**src/rtl/spw_rx_pkg.sv**
```systemverilog
// spw_rx_pkg: shared decoder states, control codes and NULL hunt pattern.
package spw_rx_pkg;
  typedef enum logic [2:0] {HUNT, HDR, CTRL, DATA, ESC_NXT, ERR} state_t;
  // Control payloads written as {first arrived bit, second arrived bit}
  localparam logic [1:0] C_FCT = 2'b00;
  localparam logic [1:0] C_EOP = 2'b10;
  localparam logic [1:0] C_EEP = 2'b01;
  localparam logic [1:0] C_ESC = 2'b11;
  localparam logic [8:0] EOP_CODE = 9'h100;
  localparam logic [8:0] EEP_CODE = 9'h101;
  localparam logic [6:0] NULL_PAT = 7'b1110100;
endpackage

```
**src/rtl/spw_rx_fifo.sv**
```systemverilog
// spw_rx_fifo: first-word-fall-through character FIFO with synchronous flush.
module spw_rx_fifo #(
  parameter int DEPTH = 8,
  parameter int WIDTH = 9
) (
  input  logic             CLK_RX,
  input  logic             RESETn,
  input  logic             flush_i,
  input  logic             push_i,
  input  logic [WIDTH-1:0] data_i,
  input  logic             pop_i,
  output logic [WIDTH-1:0] data_o,
  output logic             empty_o,
  output logic             full_o
);
  localparam int AW = $clog2(DEPTH);
  logic [WIDTH-1:0] mem_q [DEPTH];
  logic [AW:0] wr_q, rd_q;
  logic do_push, do_pop;
  assign empty_o = wr_q == rd_q;
  assign full_o = wr_q == {~rd_q[AW], rd_q[AW-1:0]};
  assign do_pop = pop_i && !empty_o;
  // A pop in the same cycle frees the slot, so a push into a full FIFO still lands
  assign do_push = push_i && (!full_o || do_pop);
  assign data_o = empty_o ? '0 : mem_q[rd_q[AW-1:0]];
  always_ff @(posedge CLK_RX or negedge RESETn)
    if (!RESETn) begin
      wr_q <= '0;
      rd_q <= '0;
    end else if (flush_i) begin
      wr_q <= '0;
      rd_q <= '0;
    end else begin
      wr_q <= wr_q + {{AW{1'b0}}, do_push};
      rd_q <= rd_q + {{AW{1'b0}}, do_pop};
    end
  always_ff @(posedge CLK_RX)
    if (do_push && !flush_i) mem_q[wr_q[AW-1:0]] <= data_i;
endmodule

```
**src/rtl/spw_rx_decoder_p.sv**
```systemverilog
// spw_rx_decoder_p: SpaceWire receive decoder -- NULL hunt, parity and escape
// checking, time-codes, disconnect detection and a buffered character output.
module spw_rx_decoder_p
  import spw_rx_pkg::*;
#(
  parameter int FIFO_DEPTH   = 8,
  parameter int ERR_CNT_W    = 8,
  parameter int DISC_TIMEOUT = 64,
  parameter int TC_STRICT    = 1
) (
  input  logic                 CLK_RX,
  input  logic                 RESETn,
  input  logic                 enableRx,
  input  logic                 bit_in,
  input  logic                 bit_vld,
  output logic [8:0]           rx_data,
  output logic                 rx_valid,
  input  logic                 rx_ready,
  output logic                 gotNULL,
  output logic                 gotFCT,
  output logic                 gotNChar,
  output logic                 gotTimeCode,
  output logic [7:0]           time_out,
  output logic                 tick_out,
  output logic                 rxError,
  output logic                 disc_err,
  output logic [ERR_CNT_W-1:0] par_err_cnt,
  output logic [ERR_CNT_W-1:0] esc_err_cnt,
  output logic                 overflow,
  input  logic                 clr_cnt
);
  localparam int DW = $clog2(DISC_TIMEOUT + 1);
  localparam logic [DW-1:0] DT = DW'(DISC_TIMEOUT);
  state_t state_q, state_d;
  logic [7:0] sr_q, sr_d, tc_q, tc_d;
  logic [3:0] cnt_q, cnt_d;
  logic [DW-1:0] disc_q, disc_d;
  logic [ERR_CNT_W-1:0] par_cnt_q, par_cnt_d, esc_cnt_q, esc_cnt_d;
  logic par_q, par_d, flag_q, flag_d, pkt_q, pkt_d, null_q, null_d, seen_q, seen_d;
  logic fct_q, fct_d, nchar_q, nchar_d, tcp_q, tcp_d, tick_q, tick_d;
  logic derr_q, derr_d, ovf_q, ovf_d;
  logic [6:0] hunt;
  logic [1:0] code;
  logic [8:0] push_data;
  logic push, drop, par_err, esc_err, disc_hit, fifo_full, fifo_empty;

  spw_rx_fifo #(.DEPTH(FIFO_DEPTH), .WIDTH(9)) u_fifo (
    .CLK_RX  (CLK_RX),
    .RESETn  (RESETn),
    .flush_i (!enableRx),
    .push_i  (push),
    .data_i  (push_data),
    .pop_i   (rx_ready),
    .data_o  (rx_data),
    .empty_o (fifo_empty),
    .full_o  (fifo_full)
  );

  always_comb begin
    state_d = state_q;
    sr_d = sr_q;
    cnt_d = cnt_q;
    par_d = par_q;
    flag_d = flag_q;
    pkt_d = pkt_q;
    tc_d = tc_q;
    null_d = null_q;
    fct_d = 1'b0;
    nchar_d = 1'b0;
    tcp_d = 1'b0;
    tick_d = 1'b0;
    seen_d = seen_q | bit_vld;
    disc_d = bit_vld ? '0 : (seen_q && disc_q != DT) ? disc_q + 1'b1 : disc_q;
    disc_hit = seen_q && !bit_vld && disc_q == DT - 1'b1;
    hunt = {sr_q[5:0], bit_in};
    code = {sr_q[7], bit_in};
    push = 1'b0;
    push_data = EOP_CODE;
    par_err = 1'b0;
    esc_err = 1'b0;
    if (bit_vld) begin
      cnt_d = cnt_q + 1'b1;
      sr_d = {bit_in, sr_q[7:1]};
      par_d = par_q ^ bit_in;
      case (state_q)
        HUNT: begin
          sr_d = {1'b0, hunt};
          if (hunt == NULL_PAT) begin
            null_d = 1'b1;
            par_d = 1'b0;
            cnt_d = '0;
            state_d = HDR;
          end
        end
        HDR: if (cnt_q[0]) begin
          cnt_d = '0;
          par_d = 1'b0;
          par_err = !(par_q ^ bit_in);
          state_d = bit_in ? CTRL : DATA;
        end
        CTRL: if (cnt_q[0]) begin
          cnt_d = '0;
          state_d = code == C_ESC ? ESC_NXT : HDR;
          fct_d = code == C_FCT;
          push = code == C_EOP || code == C_EEP;
          nchar_d = push;
          push_data = code == C_EOP ? EOP_CODE : EEP_CODE;
          pkt_d = push ? 1'b0 : pkt_q;
        end
        DATA: if (cnt_q == 4'd7) begin
          cnt_d = '0;
          state_d = HDR;
          push = 1'b1;
          push_data = {1'b0, sr_d};
          nchar_d = 1'b1;
          pkt_d = 1'b1;
        end
        ESC_NXT: begin
          // cnt 0..1 is the escaped character's header, payload follows from cnt 2
          if (cnt_q == 4'd1) begin
            par_d = 1'b0;
            flag_d = bit_in;
            par_err = !(par_q ^ bit_in);
          end
          if (cnt_q == 4'd3 && flag_q) begin
            cnt_d = '0;
            state_d = HDR;
            esc_err = code != C_FCT;
          end
          if (cnt_q == 4'd9) begin
            cnt_d = '0;
            state_d = HDR;
            tc_d = sr_d;
            tcp_d = 1'b1;
            tick_d = TC_STRICT == 0 || sr_d[5:0] == tc_q[5:0] + 6'd1;
          end
        end
        default: ;
      endcase
    end
    if (par_err || esc_err || disc_hit) begin
      state_d = ERR;
      push = pkt_q;
      push_data = EEP_CODE;
      pkt_d = 1'b0;
    end
    if (!enableRx) begin
      state_d = HUNT;
      sr_d = '0;
      cnt_d = '0;
      par_d = 1'b0;
      flag_d = 1'b0;
      pkt_d = 1'b0;
      tc_d = tc_q;
      null_d = 1'b0;
      fct_d = 1'b0;
      nchar_d = 1'b0;
      tcp_d = 1'b0;
      tick_d = 1'b0;
      seen_d = 1'b0;
      disc_d = '0;
      push = 1'b0;
      par_err = 1'b0;
      esc_err = 1'b0;
      disc_hit = 1'b0;
    end
    drop = push && fifo_full && !(rx_ready && !fifo_empty);
    par_cnt_d = clr_cnt ? '0 : par_cnt_q + ERR_CNT_W'(par_err && !(&par_cnt_q));
    esc_cnt_d = clr_cnt ? '0 : esc_cnt_q + ERR_CNT_W'(esc_err && !(&esc_cnt_q));
    derr_d = !clr_cnt && (derr_q || disc_hit);
    ovf_d = !clr_cnt && (ovf_q || drop);
  end

  always_ff @(posedge CLK_RX or negedge RESETn)
    if (!RESETn) begin
      state_q <= HUNT;
      sr_q <= '0;
      tc_q <= '0;
      cnt_q <= '0;
      disc_q <= '0;
      par_cnt_q <= '0;
      esc_cnt_q <= '0;
      par_q <= 1'b0;
      flag_q <= 1'b0;
      pkt_q <= 1'b0;
      null_q <= 1'b0;
      seen_q <= 1'b0;
      fct_q <= 1'b0;
      nchar_q <= 1'b0;
      tcp_q <= 1'b0;
      tick_q <= 1'b0;
      derr_q <= 1'b0;
      ovf_q <= 1'b0;
    end else begin
      state_q <= state_d;
      sr_q <= sr_d;
      tc_q <= tc_d;
      cnt_q <= cnt_d;
      disc_q <= disc_d;
      par_cnt_q <= par_cnt_d;
      esc_cnt_q <= esc_cnt_d;
      par_q <= par_d;
      flag_q <= flag_d;
      pkt_q <= pkt_d;
      null_q <= null_d;
      seen_q <= seen_d;
      fct_q <= fct_d;
      nchar_q <= nchar_d;
      tcp_q <= tcp_d;
      tick_q <= tick_d;
      derr_q <= derr_d;
      ovf_q <= ovf_d;
    end

  assign rx_valid = !fifo_empty;
  assign gotNULL = null_q;
  assign gotFCT = fct_q;
  assign gotNChar = nchar_q;
  assign gotTimeCode = tcp_q;
  assign time_out = tc_q;
  assign tick_out = tick_q;
  assign rxError = state_q == ERR;
  assign disc_err = derr_q;
  assign par_err_cnt = par_cnt_q;
  assign esc_err_cnt = esc_cnt_q;
  assign overflow = ovf_q;
endmodule

```
**config.mk**
```make
export PLATFORM = sky130hd
export DESIGN_NAME = spw_rx_decoder_p
export DESIGN_NICKNAME = d
export VERILOG_FILES = /design/src/rtl/spw_rx_pkg.sv /design/src/rtl/spw_rx_fifo.sv /design/src/rtl/spw_rx_decoder_p.sv
export SDC_FILE = /design/constraint.sdc
export NUM_CORES = 1
export LEC_CHECK = 0
export ABC_AREA = 1
export CAP_MARGIN = 25
export CELL_PAD_IN_SITES_DETAIL_PLACEMENT = 1
export CELL_PAD_IN_SITES_GLOBAL_PLACEMENT = 1
export CORE_MARGIN = 4
export CORE_UTILIZATION = 40
export DETAILED_ROUTE_END_ITERATION = 8
export PLACE_DENSITY_LB_ADDON = 0.1
export SLEW_MARGIN = 20
export SYNTH_ARGS = -nofsm -noshare
export SYNTH_HDL_FRONTEND = slang
export SYNTH_HIERARCHICAL = 1
export SYNTH_SLANG_ARGS = --single-unit
export TNS_END_PERCENT = 50
```
**constraint.sdc**
```tcl
create_clock -name CLK_RX -period 2.5 [get_ports CLK_RX]
set_input_delay 0.25 -clock CLK_RX [delete_from_list [all_inputs] [get_ports CLK_RX]]
set_output_delay 0.25 -clock CLK_RX [all_outputs]
set_load 0.05 [all_outputs]
```
# --- Word-level counts from Yosys, hierarchy flattened ---
# Memories as Yosys holds them, arrays and structs flattened.
# Cells that the tools add are included.
totals:
  register_bits: 65
  ramBits: 72
  rom_bits: 0
  latch_bits: 0
  mem_count: 1
  inputBits: 7
classes:
  div_mod_pow: 0
  n_lt_le_gt_ge: 0
  eq_ne: 33
  add_sub_neg: 7
  n_reduce_logical: 38
  shift: 0
  n_mul: 0
  muxes: 90
  bitwise: 3
mem_list:
  columns: ["memory", "words", "word_bits", "read_ports", "rd_ports_with_merged_regs", "wr", "line", "rtl"]
  rows:
  - ["u_fifo.mem_q", 8, 9, 1, 0, 1, "spw_rx_fifo.sv:17", "logic [WIDTH-1:0] mem_q [DEPTH];"]
ops:
  columns: ["operator", "count"]
  rows:
  - ["two-way mux 1 bit", 52]
  - ["two-way mux 8 bit", 5]
  - ["two-way mux 4 bit", 9]
  - ["two-way mux 9 bit", 4]
  - ["two-way mux 3 bit", 10]
  - ["two-way mux 7 bit", 3]
  - ["inequality test 4 bit (second input constant)", 5]
  - ["case mux 9 bit (2 select lines)", 1]
  - ["adder 8 x 1 -> 8 bit", 2]
  - ["case mux 4 bit (4 select lines)", 1]
  - ["AND reduction 8 bit", 2]
  - ["case mux 3 bit (5 select lines)", 1]
  - ["logical AND 1 bit", 13]
  - ["inequality test 2 x 1 -> 1 bit (second input constant)", 5]
  - ["adder 4 x 1 -> 4 bit", 2]
  - ["== test 4 bit", 2]
  - ["logical NOT 1 bit", 8]
  - ["adder 7 x 1 -> 7 bit (second input constant)", 1]
  - ["== test 7 x 6 -> 1 bit (second input constant)", 1]
  - ["== test 7 bit (second input constant)", 1]
  - ["inequality test 7 x 1 -> 1 bit (second input constant)", 1]
  - ["inequality test 7 bit (second input constant)", 1]
  - ["AND reduction 7 bit", 1]
  - ["adder 6 x 1 -> 6 bit (second input constant)", 1]
  - ["other kinds (27)", 39]

# --- Logic depth before layout (Yosys ltp) ---
# Gate-level depths: netlist of run 1.
logic_depth:
  ltp_word: 13
  depth_mapped: 15

# --- Cells and area by module ---
# Netlist of run 1, hierarchy kept.
modules_own_cells:
  columns: ["module", "cells_each", "area_per_inst_um2", "seq_area_each_um2", "n_inst"]
  rows:
  - ["spw_rx_fifo", 285, 3404.5, 2362.3, 1]
  - ["spw_rx_decoder_p", 393, 3144.3, 1426.4, 1]

# --- Worst setup path before layout of run 1 ---
# Ideal clock, no wire load.
synth_timing:
  path_type: "reg-to-reg"
  from: "register cnt_q[0]"
  to: "memory u_fifo.mem_q[0][0] (enable)"
  stages_incl_launch_ff: 10
  setup_slack_ps: 156
  arrival_time_ps: 1970
  period_less_slack_ps: 2344
  setup_ps: 374
  required_time_ps: 2126
  path_cell_list: "dfrtp_1 > ha_1 > nand2_1 > nor2_1 > nand2_1 > nor2_1 > a21oi_1 > a21oi_1 > nand3_4 > nor2_1"
synth_via:
  elab_chain_len: 13
synth_lines:
  columns: ["element", "line", "rtl"]
  rows:
  - ["start: declaration", "spw_rx_decoder_p.sv:36", "logic [3:0] cnt_q, cnt_d;"]
  - ["start signal: assignment", "spw_rx_decoder_p.sv:198", "cnt_q <= cnt_d;"]
  - ["== test 4 x 2 -> 1 bit", "spw_rx_decoder_p.sv:125", "if (cnt_q == 4'd3 && flag_q) begin"]
  - ["logical AND 1 bit", "spw_rx_decoder_p.sv:125", null]
  - ["two-way mux 1 bit", "spw_rx_decoder_p.sv:125", null]
  - ["two-way mux 1 bit", "spw_rx_decoder_p.sv:85", "case (state_q)"]
  - ["two-way mux 1 bit", "spw_rx_decoder_p.sv:81", "if (bit_vld) begin"]
  - ["logical OR 1 bit (2 in a row)", "spw_rx_decoder_p.sv:141", "if (par_err || esc_err || disc_hit) begin"]
  - ["two-way mux 1 bit *", "spw_rx_decoder_p.sv:141", null]
  - ["two-way mux 1 bit *", "spw_rx_decoder_p.sv:147", "if (!enableRx) begin"]
  - ["named net push", "spw_rx_decoder_p.sv:45", "logic push, drop, par_err, esc_err, disc_hit, fifo_full, fifo_empty;"]
  - ["logical AND 1 bit *", "spw_rx_fifo.sv:24", "assign do_push = push_i && (!full_o || do_pop);"]
  - ["logical AND 1 bit *", "spw_rx_fifo.sv:38", "if (do_push && !flush_i) mem_q[wr_q[AW-1:0]] <= data_i;"]
  - ["two-way mux 1 bit *", "spw_rx_fifo.sv:38", null]
  - ["two-way mux 1 bit (not written as such) *", "spw_rx_fifo.sv:38", null]
  - ["end: declaration", "spw_rx_fifo.sv:17", null]
# The timed path passes the listed nets; every way through them passes the cells marked *.

# --- Final worst setup path of run 1 ---
layout_timing:
  from: "register state_q[0]"
  to: "output port rxError"
layout_via:
  elab_chain_len: 1
layout_lines:
  columns: ["element", "line", "rtl"]
  rows:
  - ["start: declaration", "spw_rx_decoder_p.sv:34", "state_t state_q, state_d;"]
  - ["start signal: assignment", "spw_rx_decoder_p.sv:195", "state_q <= state_d;"]
  - ["== test 3 bit", "spw_rx_decoder_p.sv:222", "assign rxError = state_q == ERR;"]
  - ["end: declaration", "spw_rx_decoder_p.sv:25", "output logic rxError,"]
# Every way passes these cells.

==> key figures, run 1 <==
Global routing
  – Number of antenna violations at the first check in global routing: 0
  – Overall Global Routing Usage: 0.198
  – Total congestion overflow: 0
  – Via count of the first global-routing pass: 5573
  – Largest net degree at the start of global routing: 66
  – First-pass GRT wire length: 28.4 mm

Final layout
  – Number of filler cells placed in the layout: about 1800
  – Layout Nets: 788
  – Share of layout cells above drive strength 1: 0.155
  – Fraction of the core area covered by cells at the end of the flow: 0.507
  – Number of diodes: 0
  – Final instance area: 8080 um2
  – Area growth, synth to finish: 23.3%

STA
  – Post-route fraction of the period consumed by the critical path: 0.936
  – Worst max-slew margin expressed relative to the limit: 0.527
  – Total of endpoints with negative setup slack in the final report: 0
  – Final hold violation count: 0
  – Slew @ Worst Pin: 707 ps
  – Total negative slack: 0 ps
  – Max Clock Skew: around 13 ps
  – Max-slew violations: 0
  – Minimum clock period: between 2000 and 2500 ps
  – Peak Freq: between 0.4 and 0.5 GHz
  – Setup repair after global routing missed its margin: true
  – Final hold slack: 348 ps

Synth
  – Async set-reset flop share out of synthesis: 0.474
  – Dominant cell type by area after synthesis: sky130_fd_sc_hd__edfxtp_1
  – Cells after Synth: between 600 and 700
  – Synthesized area: 6550 um2
  – #FFs+latches synth: 137
  – Share of synthesized area occupied by flip-flops and latches: 0.579
  – Ranking of synthesized cells by area: sky130_fd_sc_hd__edfxtp_1 (33%), sky130_fd_sc_hd__dfrtp_1 (25%), sky130_fd_sc_hd__nor2_1 (7.4%)
  – Synth unique cells: 41
  – Post-synthesis net count: roughly 700
  – Area share of the largest cell type after synthesis: 0.330
  – Synth Flop Type: sky130_fd_sc_hd__edfxtp_1
  – Post-synthesis area per instance: roughly 9.7 um2
  – Number of flops mapped to enable cells by yosys: 72
  – Warnings, synthesis: 6

Routing
  – Drt wl/cell: about 17 um
  – Antenna-violating nets left: 0
  – Total wirelength of the detailed-routed design: 17.3 mm
  – Vias/cell: 5.19
  – Residual DRC: 0
  – Iteration-0 DRC Markers: around 220
  – Routed via count: between 5000 and 6000
  – Number of iterations in the first detailed-routing pass: 4

Worst setup path
  – Slowest cell on the critical path: sky130_fd_sc_hd__clkdlybuf4s50_1
  – Sort of element at the start of the critical path: register
  – Cell chain of the critical path: inv_2 -> nor3_1 -> clkdlybuf4s50_1
  – CP top delay family: buffers and inverters
  – Worst path buffer plus inverter count: 2
  – Largest stage delay on the critical path: 860 ps
  – Crit Path Max Fanout: 5
  – Kind of capture point of the worst setup path: primary output
  – Critical path start-end classification: register to primary output
  – Depth of the most critical reg-to-reg path: 14
  – Worst reg2reg setup slack: 210 ps
  – WP data arrival: about 2100 ps
  – Critical Path RT: about 2300 ps
  – Cell depth of the worst setup path: 3

Floorplanning
  – Die span in x: ~140 um
  – Area enclosed by the die boundary: 18500 um2
  – Die boundary height: 136 um
  – Core region area: 15900 um2
  – Initial core utilization: 0.411
  – Count of boundary I/O pins: slightly below 50
  – Standard-cell row count: 46

Place
  – GPL Wtd Cong: 0.859
  – Count of buffers from port buffering: 48
  – HPWL Detailed: 12.3 mm
  – DP Area: 7450 um2

Clocking
  – Clock transition at the registers of the reported paths: approximately 60 ps
  – Number of buffers inserted during clock tree synthesis: 17
  – Clock Sinks: 137
  – Clock tree from TritonCTS: done
  – CTS H-tree lvls: 4
  – Clock tree buffer depth: 2
  – Root buf cell: sky130_fd_sc_hd__clkbuf_16
  – Clock latency on the worst-skew pair: about 430 ps

Outcome
  – Run status: completed

Pwr
  – Total Power Consumption: 5.81 mW
  – Leak: 3.25 nW
  – Power density cells: 720 nW/um2
  – Worst vdd ir: 495 uV

Worst hold path
  – Classification of the worst-slack hold path: input pin to asynchronous set/reset pin

Job
  – Max Cap Violations: 0
[layout by cell type (no fill, tap or decap), types with 2 or more instances in the layout]
master / netlist / routed
sky130_fd_sc_hd__a21boi_0: 2 / 2
sky130_fd_sc_hd__a21oi_1: 20 / 20
sky130_fd_sc_hd__a31oi_1: 2 / 2
sky130_fd_sc_hd__buf_4: 4 / 45
sky130_fd_sc_hd__bufinv_16: 0 / 3
sky130_fd_sc_hd__clkbuf_1: 6 / 2
sky130_fd_sc_hd__clkbuf_16: 0 / 17
sky130_fd_sc_hd__clkdlybuf4s50_1: 0 / 37
sky130_fd_sc_hd__clkinv_2: 0 / 2
sky130_fd_sc_hd__clkinv_4: 0 / 3
sky130_fd_sc_hd__clkinvlp_4: 0 / 3
sky130_fd_sc_hd__dfrtp_1: 65 / 64
sky130_fd_sc_hd__edfxtp_1: 72 / 72
sky130_fd_sc_hd__ha_1: 17 / 16
sky130_fd_sc_hd__inv_1: 51 / 51
sky130_fd_sc_hd__inv_2: 16 / 16
sky130_fd_sc_hd__nand2_1: 80 / 80
sky130_fd_sc_hd__nand2_2: 3 / 3
sky130_fd_sc_hd__nand3_1: 34 / 33
sky130_fd_sc_hd__nand3_2: 2 / 3
sky130_fd_sc_hd__nand3_4: 2 / 2
sky130_fd_sc_hd__nand3b_1: 2 / 2
sky130_fd_sc_hd__nand4_1: 4 / 4
sky130_fd_sc_hd__nor2_1: 129 / 126
sky130_fd_sc_hd__nor2_2: 5 / 8
sky130_fd_sc_hd__nor2_4: 2 / 2
sky130_fd_sc_hd__nor3_1: 23 / 22
sky130_fd_sc_hd__nor3b_1: 2 / 2
sky130_fd_sc_hd__nor4_1: 2 / 2
sky130_fd_sc_hd__o211ai_1: 9 / 9
sky130_fd_sc_hd__o21ai_0: 57 / 57
sky130_fd_sc_hd__o21ai_1: 13 / 13
sky130_fd_sc_hd__o22ai_1: 16 / 16
sky130_fd_sc_hd__xnor2_1: 8 / 8
sky130_fd_sc_hd__xor2_1: 11 / 11
[registers in the layout, summed over array words and instances (netlist names), 3 cells and up]
name,cells
u_fifo/mem_q,72
esc_err_cnt,8
par_err_cnt,8
sr_q,8
time_out,8
disc_q,7
cnt_q,4
u_fifo/rd_q,4
u_fifo/wr_q,4
state_q,3
[cells by family after synthesis]
| kind of cell | share of synthesized area |
|---|---|
| buffers and inverters | 0.0560 |
| xor gates and xnor gates | 0.0279 |
| DFF | 0.579 |
| adders and majority gates | 0.0325 |
| AOI/OAI and AO/OA | 0.104 |
| and+or+nand+nor | 0.202 |
[final timing paths]
check | start | end
max | state_q[0] | rxError
min | RESETn | par_err_cnt[3]
max reg2reg | cnt_q[1] | u_fifo/wr_q[2]
min reg2reg | time_out[6] | time_out[6]
max in group asynchronous | RESETn | time_out[7]
min in group CLK_RX | time_out[6] | time_out[6]
[metal layers]
metal  GRT usage  part of all wire  vias to the layer above
met5           0                 0                        -
met4      0.0722             0.016                        0
met3      0.0396             0.027                       27
met2       0.356              0.53                       73
met1       0.236              0.43                     2579
li1            -                 -                     2469
[worst register-to-register path, stage by stage, from the launching register on]
cell and delay (ps):
sky130_fd_sc_hd__dfrtp_1 420, sky130_fd_sc_hd__ha_1 240, sky130_fd_sc_hd__nand2_1 120, sky130_fd_sc_hd__nor2_2 60, sky130_fd_sc_hd__nand2_1 90, sky130_fd_sc_hd__nor2_1 60
sky130_fd_sc_hd__a21oi_1 180, sky130_fd_sc_hd__a21oi_1 90, sky130_fd_sc_hd__buf_4 140, sky130_fd_sc_hd__nand2_1 60, sky130_fd_sc_hd__inv_1 50, sky130_fd_sc_hd__ha_1 210
sky130_fd_sc_hd__ha_1 210, sky130_fd_sc_hd__o21ai_0 170, sky130_fd_sc_hd__a21oi_1 60
[power breakdown]
group	switching [mW]	internal [mW]
registers	0.0945	2.43
clock network	0.959	1.56
logic	0.530	0.238
total	1.58	4.23
[metrics by stage]
stage               cells  setup slack [ps]
global route          992             -17.2
floorplan             678               156
global placement      959             -48.9
detailed placement    959              -138
finish                992               159
CTS                   991              74.2
[cell usage after synthesis, types with 16 or more instances]
master	n
sky130_fd_sc_hd__a21oi_1	20
sky130_fd_sc_hd__dfrtp_1	65
sky130_fd_sc_hd__edfxtp_1	72
sky130_fd_sc_hd__ha_1	17
sky130_fd_sc_hd__inv_1	51
sky130_fd_sc_hd__inv_2	16
sky130_fd_sc_hd__nand2_1	80
sky130_fd_sc_hd__nand3_1	34
sky130_fd_sc_hd__nor2_1	129
sky130_fd_sc_hd__nor3_1	23
sky130_fd_sc_hd__o21ai_0	57
sky130_fd_sc_hd__o22ai_1	16
[repair_timing]
item	CTS	global route
endpoints found under the hold margin	65	0
gates resized for setup	1	7
setup buffers	0	1
hold buffers	1	0
endpoints found under the setup margin	1	54
gates cloned	0	0
[final cells by class]
| type | instances | area, um2 | share of cell area |
|---|---|---|---|
| clock inverters | 12 | 153 | 0.0189 |
| clock buffers | 19 | 433 | 0.0536 |
| well taps | 216 | 270 | 0.0335 |
| inverters | 68 | 263 | 0.0325 |
| repair buffers | 86 | 754 | 0.0934 |
| multi-input cells | 454 | 2410 | 0.299 |
| flip-flops and latches | 137 | 3790 | 0.469 |
Note: power is estimated with default switching activity, not from simulation.
==> run 2, diff against run 1 <==
Settings changed: GPL_TIMING_DRIVEN from default to 1.
==> results of run 2 <==
Final layout, timing and power as in run 1 (identical DEF).
==> run 3, diff against run 2 <==
Settings changed: CORE_MARGIN 4 to default.
==> run 3 against run 2 <==
Net effect: critical path depth unchanged; maximum frequency is 1.3% higher; setup slack better by 30 ps; largest power group unchanged; routed wire length fell by 1.4%.
==> key figures, run 3 (synthesis gave the netlist of run 1 again) <==
Outcome
  – Run status: completed

Final layout
  – Multi-input gate area: 2420 um2
  – Final instance area: 8070 um2
  – Sequential cell area: about 3800 um2
  – Max FFs per register: 72
  – Commonest non-fill, non-tap cell in the layout: sky130_fd_sc_hd__nor2_1
  – Layout Nets: slightly below 800
  – Leading cell types in the layout, fill and taps excluded: sky130_fd_sc_hd__nor2_1 (127), sky130_fd_sc_hd__nand2_1 (80), sky130_fd_sc_hd__edfxtp_1 (72)
  – Fraction of the core area covered by cells at the end of the flow: 0.506
  – Share of layout cells above drive strength 1: 0.157
  – Post-Layout Cell Count: 993
  – Number of diodes: 0
  – Number of filler cells placed in the layout: 1828
  – Area growth, synth to finish: 23.3%

STA
  – Final hold violation count: 0
  – Max Clock Skew: 8.14 ps
  – Minimum clock period: 2310 ps
  – Slew @ Worst Pin: around 730 ps
  – Peak Freq: around 0.43 GHz
  – Worst max-slew margin expressed relative to the limit: 0.510
  – Post-route fraction of the period consumed by the critical path: 0.924
  – Total of endpoints with negative setup slack in the final report: 0
  – Max-slew violations: 0
  – Total negative slack: 0 ps
  – Setup repair after global routing missed its margin: false

Floorplanning
  – Core region area: between 15000 and 20000 um2
  – Initial core utilization: 0.411
  – Area enclosed by the die boundary: 16900 um2
  – Count of boundary I/O pins: 49
  – Standard-cell row count: 46
  – Die boundary height: 130 um
  – Die span in x: 130 um

Place
  – Count of buffers from port buffering: 48
  – Cell count after placement: 960
  – GPL Wtd Cong: 0.840
  – DP Area: 7460 um2
  – HPWL Detailed: 12.0 mm

Job
  – Max Cap Violations: 0

Clocking
  – Number of buffers inserted during clock tree synthesis: 17
  – CTS H-tree lvls: 4
  – Root buf cell: sky130_fd_sc_hd__clkbuf_16
  – Clock transition at the registers of the reported paths: 60 ps
  – Clock tree from TritonCTS: done
  – Clock Sinks: 137
  – Clock latency on the worst-skew pair: 420 ps
  – Clock tree buffer depth: 2

Routing
  – Number of iterations in the first detailed-routing pass: 4
  – Routed via count: 5151
  – Drt wl/cell: about 17 um
  – Iteration-0 DRC Markers: ~230
  – Vias/cell: slightly above 5
  – Antenna-violating nets left: 0
  – Residual DRC: 0
  – Total wirelength of the detailed-routed design: 17.1 mm

Global routing
  – Total congestion overflow: 0
  – Number of antenna violations at the first check in global routing: 0
  – First-pass GRT wire length: 28.0 mm
  – Largest net degree at the start of global routing: 66
  – Via count of the first global-routing pass: 5434
  – Overall Global Routing Usage: 0.219

Worst setup path
  – Largest stage delay on the critical path: 850 ps
  – Crit Path Max Fanout: 5
  – WP data arrival: 2060 ps
  – Slowest cell on the critical path: sky130_fd_sc_hd__clkdlybuf4s50_1
  – Sort of element at the start of the critical path: register
  – Kind of capture point of the worst setup path: primary output
  – Critical Path RT: 2250 ps
  – Cell chain of the critical path: inv_2 -> nor3_1 -> clkdlybuf4s50_1
  – Critical path start-end classification: register to primary output

Pwr
  – Total Power Consumption: 5.78 mW
  – Worst vdd ir: approximately 440 uV
  – Power density cells: 716 nW/um2
  – Leak: 3.25 nW

Worst hold path
  – Classification of the worst-slack hold path: input pin to asynchronous set/reset pin
==> run 3: cell count changes in the layout (fill, tap and decap cells not counted), sizes merged <==
cell      previous run  this run
inv                 68        71
clkinv               6         5
bufinv               3         2
clkbuf              19        18
clkinvlp             3         4
==> run 3: metal layers <==
metal / vias up / global-route usage / part of all wire
li1: 2468 / - / -
met1: 2594 / 0.271 / 0.44
met2: 60 / 0.386 / 0.52
met3: 29 / 0.0365 / 0.021
met4: 0 / 0.0787 / 0.019
met5: - / 0 / 0
==> run 3: worst max-delay path, delay by kind of cell (launching register included) <==
family	cells	cell delay (ps)
buffers and inverters	2	940
flip-flops	1	450
AND/OR/NAND/NOR	1	250
==> run 3: timing repair <==
action,4_1_cts,5_1_grt
setup endpoints to repair,0,79
hold buffers,1,0
resized for setup,0,9
endpoints found under the hold margin,65,0
setup buffers,0,0
==> run 3: cell type report <==
type / count / share of cell area
Sequential cell: 137 / 0.470
Multi-Input combinational cell: 454 / 0.299
Timing Repair Buffer: 86 / 0.0935
Clock buffer: 18 / 0.0532
Tap cell: 216 / 0.0335
Inverter: 68 / 0.0326
Clock inverter: 14 / 0.0183
==> run 3: worst paths after layout <==
path / start / to / slack [ps] / cells past startpoint
setup / recovery: state_q[0] / rxError / 190 / 3
setup reg to reg: state_q[2] / u_fifo/mem_q[3][2] / 210 / 11
hold / removal: RESETn / tick_out / 340 / 3
min in group CLK_RX: time_out[7] / time_out[7] / 490 / 2
hold reg to reg: time_out[7] / time_out[7] / 490 / 2
max in group asynchronous: RESETn / gotNChar / 1800 / 3
==> run 3: where the power goes <==
| group | leakage, nW | total, mW | switching (mW) | internal, mW |
|---|---|---|---|---|
| combinational | 1.43 | 0.759 | 0.521 | 0.238 |
| clock | 0.271 | 2.49 | 1.01 | 1.47 |
| sequential | 1.55 | 2.53 | 0.0984 | 2.43 |
| total | 3.25 | 5.78 | 1.63 | 4.14 |
==> run 3: per-stage QoR <==
stage          hold WS (ps)  setup WS, ps
4_1_cts                 388          94.2
2_1_floorplan         -45.6           156
5_1_grt                 386          19.5
3_5_place_dp            298          -126
6_report                343           189
3_3_place_gp            295         -63.6
